===== src/rtl/perf_counter_multi_if.sv =====
// Purpose: bundles the PC tap, control, overlay pixel feed and result buses of perf_counter_multi.
// Latency: n/a (wires only).
// Backpressure: none; all signals are free-running level/pulse signals.
// Ports (modports):
//   master - drives pc, pc_valid, clear, start_pc, stop_pc, pixel_x, pixel_y; observes results
//   slave  - the counter block; observes the inputs above, drives cycles, time_bcd, running,
//            done, saturated, digit_request, digit
interface perf_counter_multi_if #(
  parameter int NUM_CHANNELS = 2,
  parameter int CYCLE_WIDTH  = 32,
  parameter int TIME_DIGITS  = 4
);
  logic [15:0]                           pc;
  logic                                  pc_valid;
  logic                                  clear;
  logic [16*NUM_CHANNELS-1:0]            start_pc;
  logic [16*NUM_CHANNELS-1:0]            stop_pc;
  logic [9:0]                            pixel_x;
  logic [9:0]                            pixel_y;
  logic [CYCLE_WIDTH*NUM_CHANNELS-1:0]   cycles;
  logic [4*TIME_DIGITS*NUM_CHANNELS-1:0] time_bcd;
  logic [NUM_CHANNELS-1:0]               running;
  logic [NUM_CHANNELS-1:0]               done;
  logic [NUM_CHANNELS-1:0]               saturated;
  logic                                  digit_request;
  logic [3:0]                            digit;

  modport master (
    output pc, pc_valid, clear, start_pc, stop_pc, pixel_x, pixel_y,
    input  cycles, time_bcd, running, done, saturated, digit_request, digit
  );

  modport slave (
    input  pc, pc_valid, clear, start_pc, stop_pc, pixel_x, pixel_y,
    output cycles, time_bcd, running, done, saturated, digit_request, digit
  );
endinterface


===== src/rtl/perf_counter_multi.sv =====
// Purpose: per-channel start/stop PC window timer (saturating hex cycles + BCD hundredths) with VGA digit feed.
// Latency: counts update on the edge after a RUNNING cycle; digit_request/digit lag pixel_x/pixel_y by 1 cycle.
// Backpressure: none; passively taps the retiring PC and the pixel scan.
// Ports:
//   CLK_50 - system clock
//   reset  - synchronous active-high reset
//   bus    - perf_counter_multi_if.slave (PC tap, clear, start/stop addresses, pixel position in;
//            cycles, time_bcd, running, done, saturated, digit_request, digit out)
module perf_counter_multi #(
  parameter int NUM_CHANNELS     = 2,
  parameter int CYCLE_WIDTH      = 32,
  parameter int TIME_DIGITS      = 4,
  parameter int CLKS_PER_TICK    = 500000,
  parameter int HEX_DIGIT_WIDTH  = 16,
  parameter int HEX_DIGIT_HEIGHT = 32,
  parameter int TOP_Y            = 384
) (
  input  logic                CLK_50,
  input  logic                reset,
  perf_counter_multi_if.slave bus
);

  localparam int CYC_DIGITS = CYCLE_WIDTH / 4;
  localparam int TIME_W     = 4 * TIME_DIGITS;
  localparam int PRESC_W    = $clog2(CLKS_PER_TICK);

  localparam logic [CYCLE_WIDTH-1:0] CYC_MAX   = '1;
  localparam logic [CYCLE_WIDTH-1:0] CYC_NEAR  = CYC_MAX - 1'b1;
  localparam logic [TIME_W-1:0]      ALL9      = {TIME_DIGITS{4'h9}};
  localparam logic [PRESC_W-1:0]     TICK_LAST = PRESC_W'(CLKS_PER_TICK - 1);

  typedef enum logic [1:0] {
    ST_IDLE    = 2'd0,
    ST_RUNNING = 2'd1,
    ST_DONE    = 2'd2
  } state_t;

  state_t               r_state     [NUM_CHANNELS];
  state_t               w_state_nxt [NUM_CHANNELS];
  logic [CYCLE_WIDTH-1:0] r_cycles  [NUM_CHANNELS];
  logic [TIME_W-1:0]      r_time    [NUM_CHANNELS];
  logic [TIME_W-1:0]      w_time_inc[NUM_CHANNELS];
  logic [PRESC_W-1:0]     r_presc   [NUM_CHANNELS];
  logic [NUM_CHANNELS-1:0] r_sat;

  logic        r_digit_req;
  logic [3:0]  r_digit;
  logic        w_digit_req;
  logic [3:0]  w_digit;
  logic [31:0] w_px;
  logic [31:0] w_py;
  logic [31:0] w_idx;

  // Ripple BCD increment, least significant digit first; a digit only rolls 9->0 when carried into.
  function automatic logic [TIME_W-1:0] bcd_inc(input logic [TIME_W-1:0] v);
    logic [TIME_W-1:0] res;
    logic              carry;
    res   = v;
    carry = 1'b1;
    for (int d = 0; d < TIME_DIGITS; d++) begin
      if (carry) begin
        if (v[4*d +: 4] == 4'd9) begin
          res[4*d +: 4] = 4'd0;
        end else begin
          res[4*d +: 4] = v[4*d +: 4] + 4'd1;
          carry         = 1'b0;
        end
      end
    end
    return res;
  endfunction

  // ---------------- channel FSMs ----------------
  always_ff @(posedge CLK_50) begin
    for (int k = 0; k < NUM_CHANNELS; k++) begin
      if (reset || bus.clear) begin
        r_state[k] <= ST_IDLE;
      end else begin
        r_state[k] <= w_state_nxt[k];
      end
    end
  end

  // Start is only looked at in IDLE and stop only in RUNNING, so start==stop takes two matches.
  always_comb begin
    for (int k = 0; k < NUM_CHANNELS; k++) begin
      w_state_nxt[k] = r_state[k];
      case (r_state[k])
        ST_IDLE: begin
          if (bus.pc_valid && (bus.pc == bus.start_pc[16*k +: 16])) begin
            w_state_nxt[k] = ST_RUNNING;
          end
        end
        ST_RUNNING: begin
          if (bus.pc_valid && (bus.pc == bus.stop_pc[16*k +: 16])) begin
            w_state_nxt[k] = ST_DONE;
          end
        end
        default: begin
          w_state_nxt[k] = r_state[k];
        end
      endcase
    end
  end

  always_comb begin
    for (int k = 0; k < NUM_CHANNELS; k++) begin
      w_time_inc[k] = bcd_inc(r_time[k]);
    end
  end

  // ---------------- counters ----------------
  // Counting keys off the registered state: the start-detect edge sees IDLE (not counted),
  // the stop-detect edge still sees RUNNING (counted). The prescaler simply stops in DONE.
  always_ff @(posedge CLK_50) begin
    for (int k = 0; k < NUM_CHANNELS; k++) begin
      if (reset || bus.clear) begin
        r_cycles[k] <= '0;
        r_time[k]   <= '0;
        r_presc[k]  <= '0;
        r_sat[k]    <= 1'b0;
      end else if (r_state[k] == ST_RUNNING) begin
        if (r_cycles[k] != CYC_MAX) begin
          r_cycles[k] <= r_cycles[k] + 1'b1;
          if (r_cycles[k] == CYC_NEAR) begin
            r_sat[k] <= 1'b1;
          end
        end
        if (r_presc[k] == TICK_LAST) begin
          r_presc[k] <= '0;
          if (r_time[k] != ALL9) begin
            r_time[k] <= w_time_inc[k];
            if (w_time_inc[k] == ALL9) begin
              r_sat[k] <= 1'b1;
            end
          end
        end else begin
          r_presc[k] <= r_presc[k] + 1'b1;
        end
      end
    end
  end

  // ---------------- overlay ----------------
  assign w_px  = {22'd0, bus.pixel_x};
  assign w_py  = {22'd0, bus.pixel_y};
  assign w_idx = w_px / 32'(HEX_DIGIT_WIDTH);

  // Channel k owns two stacked lines: cycles (hex) then time (BCD); leftmost cell is the MS digit.
  always_comb begin
    logic [31:0] v_base;
    w_digit_req = 1'b0;
    w_digit     = 4'd0;
    v_base      = 32'd0;
    for (int k = 0; k < NUM_CHANNELS; k++) begin
      v_base = 32'(TOP_Y) + 32'(2 * k * HEX_DIGIT_HEIGHT);
      if ((w_py >= v_base) && (w_py < v_base + 32'(HEX_DIGIT_HEIGHT)) &&
          (w_idx < 32'(CYC_DIGITS))) begin
        w_digit_req = 1'b1;
        w_digit     = 4'(r_cycles[k] >> (32'd4 * (32'(CYC_DIGITS) - 32'd1 - w_idx)));
      end
      if ((w_py >= v_base + 32'(HEX_DIGIT_HEIGHT)) &&
          (w_py < v_base + 32'(2 * HEX_DIGIT_HEIGHT)) &&
          (w_idx < 32'(TIME_DIGITS))) begin
        w_digit_req = 1'b1;
        w_digit     = 4'(r_time[k] >> (32'd4 * (32'(TIME_DIGITS) - 32'd1 - w_idx)));
      end
    end
  end

  always_ff @(posedge CLK_50) begin
    if (reset) begin
      r_digit_req <= 1'b0;
      r_digit     <= 4'd0;
    end else begin
      r_digit_req <= w_digit_req;
      r_digit     <= w_digit;
    end
  end

  // ---------------- outputs ----------------
  for (genvar g = 0; g < NUM_CHANNELS; g++) begin : g_out
    assign bus.cycles[CYCLE_WIDTH*g +: CYCLE_WIDTH] = r_cycles[g];
    assign bus.time_bcd[TIME_W*g +: TIME_W]         = r_time[g];
    assign bus.running[g]                           = (r_state[g] == ST_RUNNING);
    assign bus.done[g]                              = (r_state[g] == ST_DONE);
  end

  assign bus.saturated     = r_sat;
  assign bus.digit_request = r_digit_req;
  assign bus.digit         = r_digit;

endmodule


===== src/flat_wrapper.sv =====
// flat-port wrapper written by rule: the top's interface ports become plain ports
module perf_counter_multi_flat 
#(
  parameter int NUM_CHANNELS     = 2,
  parameter int CYCLE_WIDTH      = 32,
  parameter int TIME_DIGITS      = 4,
  parameter int CLKS_PER_TICK    = 500000,
  parameter int HEX_DIGIT_WIDTH  = 16,
  parameter int HEX_DIGIT_HEIGHT = 32,
  parameter int TOP_Y            = 384
)
  (CLK_50, reset, bus_pc, bus_pc_valid, bus_clear, bus_start_pc, bus_stop_pc, bus_pixel_x, bus_pixel_y, bus_cycles, bus_time_bcd, bus_running, bus_done, bus_saturated, bus_digit_request, bus_digit);
  perf_counter_multi_if #(.NUM_CHANNELS(NUM_CHANNELS), .CYCLE_WIDTH(CYCLE_WIDTH), .TIME_DIGITS(TIME_DIGITS)) bus_i ();
  input  logic CLK_50;
  input  logic reset;
  input wire logic [$bits(bus_i.pc)-1:0] bus_pc;
  input wire logic [$bits(bus_i.pc_valid)-1:0] bus_pc_valid;
  input wire logic [$bits(bus_i.clear)-1:0] bus_clear;
  input wire logic [$bits(bus_i.start_pc)-1:0] bus_start_pc;
  input wire logic [$bits(bus_i.stop_pc)-1:0] bus_stop_pc;
  input wire logic [$bits(bus_i.pixel_x)-1:0] bus_pixel_x;
  input wire logic [$bits(bus_i.pixel_y)-1:0] bus_pixel_y;
  output wire logic [$bits(bus_i.cycles)-1:0] bus_cycles;
  output wire logic [$bits(bus_i.time_bcd)-1:0] bus_time_bcd;
  output wire logic [$bits(bus_i.running)-1:0] bus_running;
  output wire logic [$bits(bus_i.done)-1:0] bus_done;
  output wire logic [$bits(bus_i.saturated)-1:0] bus_saturated;
  output wire logic [$bits(bus_i.digit_request)-1:0] bus_digit_request;
  output wire logic [$bits(bus_i.digit)-1:0] bus_digit;
  assign bus_i.pc = bus_pc;
  assign bus_i.pc_valid = bus_pc_valid;
  assign bus_i.clear = bus_clear;
  assign bus_i.start_pc = bus_start_pc;
  assign bus_i.stop_pc = bus_stop_pc;
  assign bus_i.pixel_x = bus_pixel_x;
  assign bus_i.pixel_y = bus_pixel_y;
  assign bus_cycles = bus_i.cycles;
  assign bus_time_bcd = bus_i.time_bcd;
  assign bus_running = bus_i.running;
  assign bus_done = bus_i.done;
  assign bus_saturated = bus_i.saturated;
  assign bus_digit_request = bus_i.digit_request;
  assign bus_digit = bus_i.digit;
  perf_counter_multi #(.NUM_CHANNELS(NUM_CHANNELS), .CYCLE_WIDTH(CYCLE_WIDTH), .TIME_DIGITS(TIME_DIGITS), .CLKS_PER_TICK(CLKS_PER_TICK), .HEX_DIGIT_WIDTH(HEX_DIGIT_WIDTH), .HEX_DIGIT_HEIGHT(HEX_DIGIT_HEIGHT), .TOP_Y(TOP_Y)) u_core (.CLK_50(CLK_50), .reset(reset), .bus(bus_i));
endmodule

===== config.mk =====
export PLATFORM = sky130hd
export DESIGN_NAME = perf_counter_multi_flat
export DESIGN_NICKNAME = d
export VERILOG_FILES = /design/src/rtl/perf_counter_multi_if.sv /design/src/rtl/perf_counter_multi.sv /design/src/flat_wrapper.sv
export SDC_FILE = /design/constraint.sdc
export NUM_CORES = 1
export LEC_CHECK = 0
export CAP_MARGIN = 40
export CORE_UTILIZATION = 45
export DETAILED_ROUTE_END_ITERATION = 6
export PLACE_DENSITY = 0.69
export REMOVE_ABC_BUFFERS = 1
export SETUP_SLACK_MARGIN = 0.3
export SYNTH_ARGS = -nofsm -noshare
export SYNTH_HDL_FRONTEND = slang
export SYNTH_SLANG_ARGS = --single-unit

===== constraint.sdc =====
create_clock -name CLK_50 -period 5.9 [get_ports CLK_50]
set_clock_uncertainty 0.1 [all_clocks]
set_input_delay 0.885 -clock CLK_50 [delete_from_list [all_inputs] [get_ports CLK_50]]
set_output_delay 0.885 -clock CLK_50 [all_outputs]
set_load 0.02 [all_outputs]

==> metrics.md <==
| Metric | Value |
|---|---|
| Worst rel slew slack | `0.4269` |
| Hold WC Path Type | `flop to flop` |
| Overall global routing resource usage | `0.2412` |
| DIE AREA | `0.02172 mm2` |
| Placed Cells incl. Taps | `1393` |
| Hold Buf Count CTS | `0` |
| Startpoint type of the worst setup path | `flop` |
| Met2 routed WL | `12180 um` |
| CTS root buf | `clkbuf_16` |
| Cell area after synthesis | `0.009512 mm2` |
| Most frequent standard cell in the layout excluding fill and tap cells | `clkdlybuf4s50_1` |
| Total detailed-routing wirelength | `25600 um` |
| DR pass1 iterations | `5` |
| Fraction of the cycle the final worst path needs | `0.5156` |
| Critical-path top delay cell | `o21ai_2` |
| TritonCTS buffer count | `17` |
| Total count of hold-check failures in the final report | `0` |
| Initial Utilization | `0.4641` |
| Worst hold-check slack | `0.4029 ns` |
| Remaining antenna violation count | `0` |
| Rows | `52` |
| Area share of the leading cell type in the synthesized netlist | `0.4230` |
| Count of unresolved DRC violations after routing | `0` |
| Least-Margin Pin Slew | `0.8518 ns` |
| Number of pins exceeding their max-slew limit in the final report | `0` |
| Critical path cell sequence | `ha_1, and2_1, and4_1, nand3_1, nor2_1, o21ai_2, buf_4` |
| Setup repair after global routing missed its margin | `false` |
| Post-CTS resize count | `0` |
| Number of gates on the worst path with buffers counted | `7` |
| Post-layout nets | `1255` |
| RePlAce Congestion | `0.9291` |
| Vias in the first global route | `7509` |
| Worst Reg-to-Reg Cells | `7` |
| Die Y-Extent | `147.4 um` |
| TritonCTS clock tree | `yes` |
| Reg-to-reg setup timing slack | `2.86 ns` |
| Maximum number of pins on one net before global-route repair | `25` |
| Clock-pin slew on the worst setup and hold paths | `0.06 ns` |
| Critical path class | `flop to flop` |
| Total via count after detailed routing | `7827` |
| Dominant cells by area after synthesis | `edfxtp_1, xor2_1, nor2_1` |
| Capture point of the worst path | `u_core.r_cycles[1][9]` |
| Relative area change from synthesis to final layout | `29.68%` |
| Clock insertion delay at the later pin of the skew report | `0.42 ns` |
| Dominant delay contributor by cell family on the critical path | `simple AND/OR/NAND/NOR gates` |
| TritonCTS Sinks | `145` |
| Leading cell types in the layout, fill and taps excluded | `clkdlybuf4s50_1, nor2_1, edfxtp_1, xor2_1, nand2_1` |
| Pwr/cell area | `209.1 mW/mm2` |
| Reported max-cap violation count | `0` |
| Dominant cell type by area after synthesis | `edfxtp_1` |
| Detailed route wirelength on metal3 | `1445 um` |
| Via density per instance | `5.493` |
| Primary flip-flop cell chosen by synthesis mapping | `edfxtp_1` |
| Post-route minimum period | `3.042 ns` |
| Sequential fraction of the synthesis area | `0.4462` |
| Reg-to-reg endpoint | `u_core.r_cycles[1][9]` |
| Max Freq | `328.7 MHz` |
| Arrival time of data at the critical path endpoint | `3.05 ns` |
| Routed length on met1 | `11620 um` |
| HPWL after detailed placement | `19270 um` |
| Endpoint kind of the worst setup timing path | `flop` |
| Synthesized netlist cell count | `944` |
| Die width | `147.4 um` |
| Result of the run | `completed` |
| IO Port Bufs | `201` |
| Clock Path Buffers | `2` |
| Count of buffer and inverter cells on the critical path | `1` |
| Initial antenna violation count | `1` |
| Count of warnings emitted by yosys | `0` |
| Worst IR drop on VDD | `0.0002093 V` |
| CORE AREA | `0.02049 mm2` |
| Fraction of final layout cells sized beyond drive strength 1 | `0.06759` |
| Async S/R FF share, synth | `0` |
| First-pass GRT wire length | `40630 um` |
| Leakage power summed over all cells | `4.155 nW` |
| Uppermost layer routed | `met4` |
| WL/cell | `17.96 um` |
| Non-filler cells, final | `1425` |
| Required time at the worst-slack endpoint | `5.91 ns` |
| Highest fanout seen on the critical path | `18` |
| H-tree lvl count | `4` |
| Startpoint of the worst setup timing path | `u_core.r_cycles[1][0]` |
| Number of synthesized register bits | `145` |
| Avg Cell Area, Syn | `10.08 um2` |
| Number of flops mapped to enable cells by yosys | `134` |
| Fin area | `0.01233 mm2` |
| Instance area after placement | `0.01178 mm2` |
| Startpoint of the most critical register-to-register path | `u_core.r_cycles[1][0]` |
| Post-CTS setup-driven buffer insertion count | `0` |
| Initial DRC Count | `589` |
| Setup violations, final | `0` |
| Global-route congestion overflow total | `0` |
| Unique cell type count in the Yosys netlist | `64` |
| Slowest stage delay, CP | `0.60 ns` |
| Accumulated negative setup slack | `0 ns` |
| Number of top-level pins | `211` |
==> worst register-to-register path, stage by stage (launching register included) <==
cell      delay, ns
edfxtp_1       0.52
ha_1           0.34
and2_1         0.22
and4_1         0.28
nand3_1        0.19
nor2_1         0.08
o21ai_2        0.60
buf_4          0.40
==> worst min-delay path by stage <==
stage	endpoint	start	slack [ns]	cells past startpoint
after detailed placement	u_core.r_state[0][1]	u_core.r_state[0][1]	0.39	1
final	u_core.r_state[0][1]	u_core.r_state[0][1]	0.40	1
after CTS	u_core.r_state[0][1]	u_core.r_state[0][1]	0.41	1
after floorplan	u_core.r_state[0][1]	u_core.r_state[0][1]	0.36	1
after global routing	u_core.r_state[0][1]	u_core.r_state[0][1]	0.45	1
after global placement	u_core.r_state[0][1]	u_core.r_state[0][1]	0.39	1
==> per-layer routing <==
metal | global-route usage | vias up
met5 | 0 | -
li1 | - | 3810
met2 | 0.3892 | 241
met3 | 0.04815 | 22
met1 | 0.3317 | 3754
met4 | 0.06340 | 0
==> metrics by stage <==
step	worst slack [ns]	total power, mW	util
after CTS	2.816	2.595	0.6017
after detailed placement	2.622	1.576	0.5748
final	2.858	2.579	0.6018
after global routing	2.652	2.667	0.6017
after global placement	2.629	1.574	0.5722
after floorplan	1.596	1.383	-
==> cell type report <==
type / count / area (um2)
timing repair buffer: 211 / 2107
inverter: 30 / 112.6
sequential: 145 / 4244
fill: 1751 / 8160
clock inverter: 13 / 121.4
multi-input combinational: 737 / 4980
antenna: 1 / 2.502
clock buffer: 18 / 429.2
tap: 270 / 337.8
==> Yosys cell counts, types with 5 or more instances <==
cell,count
xor2_1,126
edfxtp_1,134
nor4_1,21
inv_1,30
mux2i_1,5
and3_1,20
nand2_1,65
nor2_1,157
xnor2_1,44
mux4_2,24
ha_1,9
nor3_1,22
nand2b_1,12
nor4bb_1,5
nand3_1,55
o21ai_0,21
dfxtp_1,11
and4_1,11
a21oi_1,24
nand4_1,39
nor4b_1,5
clkbuf_1,17
buf_2,6
nor2b_1,15
==> kinds of logic (layout without fill, tap and decap cells) <==
logic type      count (synthesis)  count (layout)  share of synthesized area
simple gates                  461             461                     0.2501
xor+xnor                      170             170                     0.1565
flops                         145             145                     0.4462
compound gates                 68              68                    0.04223
buf+inv                        62             272                    0.03104
mux                            29              29                    0.06209
fa+ha+maj                       9               9                    0.01184
other cells                     0               1                          0
==> registers in the layout (all words and copies together), names as in the netlist <==
name	cells
u_core.r_cycles	64
u_core.r_presc	38
u_core.r_time	32
u_core.bus.digit	4
u_core.r_state	4
u_core.bus.saturated	2
u_core.bus.digit_request	1
==> power breakdown <==
part | leakage [nW] | internal [mW] | switching (mW)
clock network | 0.260 | 0.611 | 0.411
registers | 1.58 | 1.16 | 0.0635
logic | 2.31 | 0.175 | 0.159
Power figures use the tool's default switching activity.
